**src/rtl/sum_stationary_pkg.sv**
```systemverilog
`default_nettype none
// ============================================================================
// Module   : sum_stationary_pkg
// Purpose  : Shared types and width helpers for the sum-stationary matmul
//            array and its drain stage.
//            - c_width(dw, n): accumulator width produced by an n x n array
//              of dw-bit operands.
//            - row_idx_width(n): width of a row index, never less than 1 bit.
//            - drain_state_e: drain FSM state encoding.
// Config   : none here; the drain's narrowing mode is selected by the
//            DRAIN_SATURATE_EN macro in sum_stationary_narrow.
// Revision : 1.0 - initial release
// ============================================================================
package sum_stationary_pkg;

    // A dot product of n terms, each a dw x dw product, grows by clog2(n) bits.
    function automatic int c_width(input int dw, input int n);
        return 2 * dw + $clog2(n);
    endfunction

    // $clog2(1) is 0, which would give a zero-width index for a 1x1 array.
    function automatic int row_idx_width(input int n);
        return (n > 1) ? $clog2(n) : 1;
    endfunction

    typedef enum logic [0:0] {
        IDLE   = 1'b0,
        STREAM = 1'b1
    } drain_state_e;

endpackage : sum_stationary_pkg
`default_nettype wire

```
**src/rtl/sum_stationary_narrow.sv**
```systemverilog
`default_nettype none
// ============================================================================
// Module   : sum_stationary_narrow
// Purpose  : Combinational narrowing of one unsigned accumulator element
//            from C_DATA_WIDTH to OUT_WIDTH bits.
//            - OUT_WIDTH >= C_DATA_WIDTH : zero-extend.
//            - otherwise, DRAIN_SATURATE_EN defined   : unsigned saturate.
//            - otherwise, DRAIN_SATURATE_EN undefined : keep low OUT_WIDTH bits.
// Ports    : c_elem        in  C_DATA_WIDTH  accumulator element
//            narrowed_elem out OUT_WIDTH     narrowed element
// Config   : DRAIN_SATURATE_EN selects saturation instead of truncation.
// Revision : 1.0 - initial release
// ============================================================================
module sum_stationary_narrow #(
    parameter int C_DATA_WIDTH = 18,
    parameter int OUT_WIDTH    = 16
) (
    input  logic [C_DATA_WIDTH-1:0] c_elem,
    output logic [OUT_WIDTH-1:0]    narrowed_elem
);

    if (OUT_WIDTH >= C_DATA_WIDTH) begin : g_extend
        assign narrowed_elem = OUT_WIDTH'(c_elem);
    end else begin : g_narrow
        // Bits above the output width; any set bit means the value overflows.
        logic [C_DATA_WIDTH-OUT_WIDTH-1:0] high_bits;
        assign high_bits = c_elem[C_DATA_WIDTH-1:OUT_WIDTH];
`ifdef DRAIN_SATURATE_EN
        assign narrowed_elem = (|high_bits) ? {OUT_WIDTH{1'b1}}
                                            : c_elem[OUT_WIDTH-1:0];
`else
        // Truncation discards the high bits by design.
        logic unused_high;
        assign unused_high   = ^high_bits;
        assign narrowed_elem = c_elem[OUT_WIDTH-1:0];
`endif
    end

endmodule : sum_stationary_narrow
`default_nettype wire

```
**src/rtl/sum_stationary_drain.sv**
```systemverilog
`default_nettype none
// ============================================================================
// Module   : sum_stationary_drain
// Purpose  : Drain stage for the sum-stationary N x N matmul array.
//            Captures the whole narrowed result matrix when the array flags
//            valid, pulses a one-cycle clear back to the array, then streams
//            the matrix out one row per beat over valid/ready.
// Ports    : clk_i          in   clock
//            reset_i        in   asynchronous active-high reset
//            array_valid_i  in   array result valid (level)
//            array_c_i      in   N*N x C_DATA_WIDTH, row-major (i*N+j)
//            array_clear_o  out  one-cycle clear pulse to the array
//            in_ready_o     out  high while idle (ready for a new matrix)
//            out_valid_o    out  row beat valid
//            out_ready_i    in   consumer accepts the beat
//            out_row_o      out  N x OUT_WIDTH, element j = c(row, j)
//            out_row_idx_o  out  index of the presented row
//            out_last_o     out  high with the final row
// Config   : DRAIN_SATURATE_EN (see sum_stationary_narrow) selects saturating
//            narrowing; default build truncates.
// Revision : 1.0 - initial release
// ============================================================================
module sum_stationary_drain
    import sum_stationary_pkg::*;
#(
    parameter int DATA_WIDTH   = 8,
    parameter int N            = 4,
    parameter int C_DATA_WIDTH = c_width(DATA_WIDTH, N),
    parameter int OUT_WIDTH    = 16
) (
    input  logic                                   clk_i,
    input  logic                                   reset_i,
    input  logic                                   array_valid_i,
    input  logic [N*N-1:0][C_DATA_WIDTH-1:0]       array_c_i,
    output logic                                   array_clear_o,
    output logic                                   in_ready_o,
    output logic                                   out_valid_o,
    input  logic                                   out_ready_i,
    output logic [N-1:0][OUT_WIDTH-1:0]            out_row_o,
    output logic [row_idx_width(N)-1:0]            out_row_idx_o,
    output logic                                   out_last_o
);

    localparam int               ROW_W    = row_idx_width(N);
    localparam logic [ROW_W-1:0] LAST_ROW = ROW_W'(N - 1);

    drain_state_e                         state;
    logic [ROW_W-1:0]                     row_idx;
    logic                                 clear;
    logic                                 out_valid;
    logic                                 out_last;
    logic [N-1:0][N-1:0][OUT_WIDTH-1:0]   buffer;
    logic [N*N-1:0][OUT_WIDTH-1:0]        narrowed;

    // ------------------------------------------------------------------------
    // Per-element narrowing, applied before capture so the buffer only ever
    // holds OUT_WIDTH bits per element.
    // ------------------------------------------------------------------------
    for (genvar k = 0; k < N * N; k++) begin : g_narrow
        sum_stationary_narrow #(
            .C_DATA_WIDTH (C_DATA_WIDTH),
            .OUT_WIDTH    (OUT_WIDTH)
        ) u_narrow (
            .c_elem        (array_c_i[k]),
            .narrowed_elem (narrowed[k])
        );
    end

    // ------------------------------------------------------------------------
    // Drain FSM. array_valid_i is only looked at in IDLE, so a valid that is
    // still high while the clear propagates through the array is harmless.
    // ------------------------------------------------------------------------
    always_ff @(posedge clk_i or posedge reset_i) begin
        if (reset_i) begin
            state     <= IDLE;
            row_idx   <= '0;
            clear     <= 1'b0;
            out_valid <= 1'b0;
            out_last  <= 1'b0;
            buffer    <= '0;
        end else begin
            case (state)
                IDLE: begin
                    if (array_valid_i) begin
                        for (int i = 0; i < N; i++) begin
                            for (int j = 0; j < N; j++) begin
                                buffer[i][j] <= narrowed[i*N+j];
                            end
                        end
                        state     <= STREAM;
                        row_idx   <= '0;
                        clear     <= 1'b1;
                        out_valid <= 1'b1;
                        // A 1x1 array has its only row as the last row.
                        out_last  <= (N == 1);
                    end
                end

                STREAM: begin
                    clear <= 1'b0;
                    // out_valid is always high here, so ready alone transfers.
                    if (out_ready_i) begin
                        if (row_idx == LAST_ROW) begin
                            state     <= IDLE;
                            row_idx   <= '0;
                            out_valid <= 1'b0;
                            out_last  <= 1'b0;
                        end else begin
                            row_idx  <= row_idx + 1'b1;
                            out_last <= ((row_idx + 1'b1) == LAST_ROW);
                        end
                    end
                end

                default: begin
                    state     <= IDLE;
                    row_idx   <= '0;
                    clear     <= 1'b0;
                    out_valid <= 1'b0;
                    out_last  <= 1'b0;
                end
            endcase
        end
    end

    assign array_clear_o = clear;
    assign in_ready_o    = (state == IDLE);
    assign out_valid_o   = out_valid;
    assign out_last_o    = out_last;
    assign out_row_idx_o = row_idx;
    // Row mux straight from the buffer; holds while row_idx holds.
    assign out_row_o     = buffer[row_idx];

endmodule : sum_stationary_drain
`default_nettype wire
```
**config.mk**
```make
export PLATFORM = sky130hd
export DESIGN_NAME = sum_stationary_drain
export DESIGN_NICKNAME = d
export VERILOG_FILES = /design/src/rtl/sum_stationary_pkg.sv /design/src/rtl/sum_stationary_narrow.sv /design/src/rtl/sum_stationary_drain.sv
export SDC_FILE = /design/constraint.sdc
export NUM_CORES = 1
export LEC_CHECK = 0
export ABC_AREA = 1
export BUFFER_PORTS_ARGS = -buffer_cell sky130_fd_sc_hd__buf_2
export CORE_MARGIN = 4
export CORE_UTILIZATION = 40
export DETAILED_ROUTE_END_ITERATION = 7
export SLEW_MARGIN = 5
export SYNTH_ARGS = -nofsm -noshare
export SYNTH_HDL_FRONTEND = slang
export SYNTH_SLANG_ARGS = --single-unit
```
**constraint.sdc**
```tcl
create_clock -name clk_i -period 8.93 [get_ports clk_i]
set_input_delay 0.893 -clock clk_i [delete_from_list [all_inputs] [get_ports clk_i]]
set_output_delay 0.893 -clock clk_i [all_outputs]
set_load 0.02 [all_outputs]
```
==> qor.yml, run 1 <==
hold_path:
  hold_class: "flip-flop to flip-flop"
power:
  p_per_area_nw_per_um2: 379
  p_leak_nw: 9.58
  vdd_ir_drop_max_mv: 0.217
run_status:
  status: "finished, final reports clean"
worst_setup_path:
  crit_chain: "inv_4 > buf_4 > nand2_1 > nand3_1 > nand2_1 > buf_2"
  rr_worst_depth: 5
  crit_top_cell: "nand2_1"
  crit_fanout: 85
  cpPeakStageDelay_ns: 0.89
  crit_start: "out_row_idx_o[0]$_DFFE_PP0P_"
  slowest_stage: "buf_4"
  worstPathRequired_ns: 8.04
  worstPathArrival_ns: 3.49
  rr_endpoint: "buffer[148]$_DFFE_PP0P_"
  r2r_setup_slack_ns: 6.06
  worstSetupPathType: "flip-flop to primary output"
  critical_path.startpoint_type: "flip-flop"
  setup.worst_path.end_class: "primary output"
  timing.rr.start: "state$_DFF_PP0_"
  cp-endpoint: "out_row_o[27]"
floorplan:
  die_w_um: 191
  start_util_pct: 40.8
  row_count: 66
  fp.coreArea_um2: 32700
  die_y_um: 191
  die-area_um2: 36400
  io_pins: 362
layout:
  mostFrequentLayoutCell: "nand2_1"
  drive_gt1_share_pct: 18.6
  seq_area_um2: 6560
  n_fill_cell: 3380
  num-nets-final: 2427
  fin_util_pct: 49.3
  layout_common_cells: "nand2_1 (842), nand3_1 (387), buf_2 (328), inv_1 (260), dfrtp_1 (260)"
  area_delta_synth_final_pct: 20.7
  design_area_um2: 16100
  multi_input_area_um2: 5160
place:
  placed_area_um2: 15000
  io_buffers: 329
  dp_hpwl_um: 27500
  post-place-ws_ns: 5.16
  gp_congestion: 0.842
grt:
  grt-ovfl-total: 0
  grt_max_degree: 196
  grt_use_total_pct: 23.0
  grtUsageMet2_pct: 32.4
  use_met3_pct: 2.82
  top_usage_layer: "met1"
  antenna_found_initial: 5
  use_met1_pct: 37.3
  grt_pass1_vias: 11800
  grt_pass1_wl_um: 66600
yosys:
  synth.distinct_cells: 15
  ys_ff_latch: 262
  yosysWarningCount: 0
  synth-seq-area-share_pct: 49.1
  synthesis.nets: 2182
  syn_inst: 1888
  synth_area_per_cell_um2: 7.08
  synthesis.area_um2: 13400
sta:
  hold_viol_final: 0
  fin_crit_ns: 4.39
  slew_headroom_pct: 23.7
  max_freq_mhz: 228
  finalSetupTns_ns: 0
  setup_violations: 0
  rsz0062_at_grt: "false"
  setup_slack_ns: 4.54
  whs_ns: 0.468
  fin_crit_sh_pct: 49.1
  worst_slew_pin_slew_ns: 1.15
  finClkSkew_ns: 0.0177
  slew_violations: 0
route:
  num_vias: 12400
  via_per_inst: 4.76
  initialDrtViolationCount: 997
  ant_nets: 0
  routed_wl_um: 43200
  drc_errors: 0
  wire_per_inst_um: 16.6
  dr.pass1.iters: 7
clocking:
  cts_inserted_buffers: 31
  cts_setup_buffers: 0
  ctsResizeCount: 0
  cts-root-buf: "clkbuf_16"
  path_clk_slew_ns: 0.06
  cts_tree: "done"
  cts.sinks: 262
  postCtsHoldBufs: 0
  insertion_delay_ns: 0.56
  clockBufferDepth: 3
  htreeDepth: 1
flow_run:
  max_cap_violations: 0
## layer usage
layer	share of wire [%]	routed length [µm]	up-vias
met4	2.3	1010	4
met5	0.056	24	-
met2	42	17900	407
met3	6.5	2790	61
li1	-	-	6217
met1	50	21400	5716
## synthesized netlist by cell type
| cell | count | area share, % |
|---|---|---|
| inv_2 | 3 | 0.084 |
| buf_1 | 9 | 0.25 |
| clkbuf_1 | 13 | 0.37 |
| nor2_1 | 1 | 0.028 |
| buf_4 | 21 | 1.2 |
| nand2_4 | 1 | 0.084 |
| inv_1 | 261 | 7.3 |
| buf_2 | 83 | 3.1 |
| nand4_1 | 1 | 0.047 |
| or2_2 | 1 | 0.047 |
| nand2_1 | 842 | 24 |
| ha_1 | 2 | 0.19 |
| nand3_1 | 387 | 14 |
| a21oi_1 | 1 | 0.037 |
| dfrtp_1 | 262 | 49 |
## report_power, final
part / internal (W) / switching (W) / leakage (nW)
combinational: 0.000842 / 0.00191 / 5.74
clock: 0.000808 / 0.000524 / 0.540
sequential: 0.00172 / 0.000307 / 3.30
## flip-flops by register name, summed over array words and instances (netlist names)
name,cells
buffer,256
out_last_o,1
array_clear_o,1
out_valid_o,1
state,1
out_row_idx_o,2
## worst min-delay path by stage
stage | cells after the start | slack (ns) | start | to
2_1_floorplan | 2 | 0.44 | buffer[0]$_DFFE_PP0P_ | buffer[0]$_DFFE_PP0P_
3_3_place_gp | 2 | 0.45 | buffer[214]$_DFFE_PP0P_ | buffer[214]$_DFFE_PP0P_
3_5_place_dp | 2 | 0.46 | buffer[216]$_DFFE_PP0P_ | buffer[216]$_DFFE_PP0P_
4_1_cts | 2 | 0.47 | buffer[216]$_DFFE_PP0P_ | buffer[216]$_DFFE_PP0P_
5_1_grt | 2 | 0.48 | buffer[248]$_DFFE_PP0P_ | buffer[248]$_DFFE_PP0P_
6_report | 2 | 0.47 | buffer[160]$_DFFE_PP0P_ | buffer[160]$_DFFE_PP0P_
## area by class of cell
cell class / instances / share of cell area, %
clock inverter: 17 / 1.21
timing repair buffer: 338 / 10.8
multi-input combinational: 1236 / 32.0
tap: 442 / 3.43
antenna: 6 / 0.0931
inverter: 264 / 6.24
sequential: 262 / 40.7
clock buffer: 41 / 5.48
## per-stage QoR
stage / instances / total power [W]
3_3_place_gp: 2542 / 0.00473
2_1_floorplan: 1888 / 0.00389
5_1_grt: 2603 / 0.00660
6_report: 2606 / 0.00611
3_5_place_dp: 2542 / 0.00480
4_1_cts: 2600 / 0.00615
## logic make-up after synthesis
kind of cell    count (synthesis)  synth area share, %
simple gates                 1233                 38.4
buf+inv                       390                 12.3
flops                         262                 49.1
fa+ha+maj                       2                0.187
compound gates                  1               0.0374
## worst max-delay path, delay by kind of cell (launching register included)
family	cells	cell delay (ns)
DFF	1	0.73
and+or+nand+nor	3	0.46
buffers and inverters	3	1.59
No activity file was read; power rests on OpenSTA's default activity.
==> inputs of run 2 (changes only) <==
Settings changed: PLACE_DENSITY from default to 0.66.
Clock period 8.93 ns to 3.72 ns, I/O delays scaled along.
==> run 2 against run 1 <==
Against the previous run:
- worst hold slack got worse by 0.43 ns
- highest routed layer is now met4
- critical path type unchanged
- die area did not move
- first-iteration DRC count rose by 5.7%
- routed wire length fell by 0.71%
- largest power group unchanged
- via count rose by 1.7%
- core utilization rose by 0.51 points
- worst setup slack got worse by 4.1 ns
- flip-flop and latch count did not move
==> qor.yml, run 2 (synthesized netlist as in run 1, its figures left out) <==
run_status:
  status: "finished, final reports clean"
floorplan:
  fp.coreArea_um2: 32700
  io_pins: 362
  row_count: 66
  die_w_um: 191
  die-area_um2: 36400
  start_util_pct: 40.8
  die_y_um: 191
worst_setup_path:
  worstPathRequired_ns: 3.35
  path_buf_inv: 3
  worstPathArrival_ns: 2.86
  crit_family: "buffers and inverters"
  rr_worst_depth: 4
  cpPeakStageDelay_ns: 0.68
  crit_top_cell: "nand2_1"
  r2r_setup_slack_ns: 1.62
  rr_endpoint: "out_row_idx_o[1]$_DFFE_PP0P_"
  slowest_stage: "dfrtp_4"
  critical_path.startpoint_type: "flip-flop"
  worstSetupPathType: "flip-flop to primary output"
  timing.rr.start: "out_row_idx_o[0]$_DFFE_PP0P_"
  setup.worst_path.end_class: "primary output"
  crit_chain: "inv_4 > buf_4 > nand2_1 > nand3_1 > nand2_1 > buf_2"
  crit_fanout: 61
clocking:
  insertion_delay_ns: 0.55
  clockBufferDepth: 3
  cts.sinks: 262
  path_clk_slew_ns: 0.06
  ctsResizeCount: 0
  cts_inserted_buffers: 31
  htreeDepth: 1
  cts-root-buf: "clkbuf_16"
  cts_tree: "done"
sta:
  hold_viol_final: 0
  rsz0062_at_grt: "false"
  slew_headroom_pct: 34.3
  worst_slew_pin_slew_ns: 0.985
  finClkSkew_ns: 0.00669
  max_freq_mhz: 309
  slew_violations: 0
  fin_crit_ns: 3.23
  fin_crit_sh_pct: 86.9
  setup_violations: 0
  whs_ns: 0.0391
hold_path:
  holdPathEnd: "buffer[198]$_DFFE_PP0P_"
  min-delay-start: "array_c_i[222]"
  hold_class: "primary input to flip-flop"
  holdPathStages: 3
place:
  dp_hpwl_um: 28700
  gp_congestion: 0.904
  io_buffers: 329
layout:
  n_fill_cell: 3314
  top_register: "buffer"
  drive_gt1_share_pct: 18.8
  multi_input_area_um2: 5160
  largest_register_ffs: 256
  area_delta_synth_final_pct: 22.0
  fin_util_pct: 49.8
  seq_area_um2: 6560
  layout_common_cells: "nand2_1 (842), nand3_1 (387), buf_2 (328), inv_1 (260), dfrtp_1 (260)"
  mostFrequentLayoutCell: "nand2_1"
  num-nets-final: 2441
grt:
  grt_use_total_pct: 22.8
  grt_max_degree: 120
  grt-ovfl-total: 0
  grt_pass1_vias: 11900
  grt_pass1_wl_um: 65800
  antenna_found_initial: 13
route:
  via_per_inst: 4.80
  dr.pass1.iters: 5
  drc_errors: 0
  ant_nets: 0
  initialDrtViolationCount: 1054
  routed_wl_um: 42800
  wire_per_inst_um: 16.3
  num_vias: 12600
power:
  finalPower_w: 0.0147
  p_per_area_nw_per_um2: 904
  p_leak_nw: 9.65
  vdd_ir_drop_max_mv: 0.541
flow_run:
  max_cap_violations: 0
-- run 2: area by class of cell --
cell class | count | area share, %
sequential | 262 | 40.3
multi-input combinational | 1236 | 31.7
timing repair buffer | 352 | 11.6
inverter | 264 | 6.15
clock buffer | 48 | 5.71
tap | 442 | 3.39
clock inverter | 10 | 0.960
antenna | 13 | 0.200
-- run 2: timing repair --
action,4_1_cts,5_1_grt
buffers inserted,0,0
hold endpoints to repair,22,0
hold buffers,1,0
-- run 2: metrics by stage --
stage / instance area, µm² / std cells / setup slack, ns / setup TNS (ns)
2_1_floorplan: 13400 / 1888 / -0.108 / -28.18
3_3_place_gp: 15200 / 2555 / 1.08 / 0
3_5_place_dp: 15200 / 2555 / 1.08 / 0
4_1_cts: 16300 / 2614 / 0.485 / 0
5_1_grt: 16300 / 2627 / 0.339 / 0
6_report: 16300 / 2627 / 0.489 / 0
-- run 2: how the worst max path moves through the flow --
stage	start	endpoint	depth (start not counted)
6_report	out_row_idx_o[0]$_DFFE_PP0P_	out_row_o[35]	6
5_1_grt	out_row_idx_o[0]$_DFFE_PP0P_	out_row_o[36]	6
4_1_cts	out_row_idx_o[0]$_DFFE_PP0P_	out_row_o[35]	6
3_5_place_dp	out_row_idx_o[0]$_DFFE_PP0P_	out_row_o[35]	6
3_3_place_gp	out_row_idx_o[0]$_DFFE_PP0P_	out_row_o[35]	6
2_1_floorplan	reset_i	array_clear_o$_DFFE_PP0P_	1
-- run 2: tightest hold or removal path: stages --
cell and delay (ns):
buf_2 0.07, nand3_1 0.06, nand2_1 0.06
-- run 2: report_power, final --
group | internal, W | switching [W]
clock network | 0.00198 | 0.00123
registers | 0.00412 | 0.000715
logic | 0.00206 | 0.00462
total | 0.00816 | 0.00656
-- run 2: metal layers --
metal,routed length (µm),vias to the layer above,GRT usage [%]
met5,0,-,0
met4,1210,0,7.29
met3,2770,71,2.82
met2,18200,428,32.2
met1,20700,5866,36.1
li1,-,6255,-
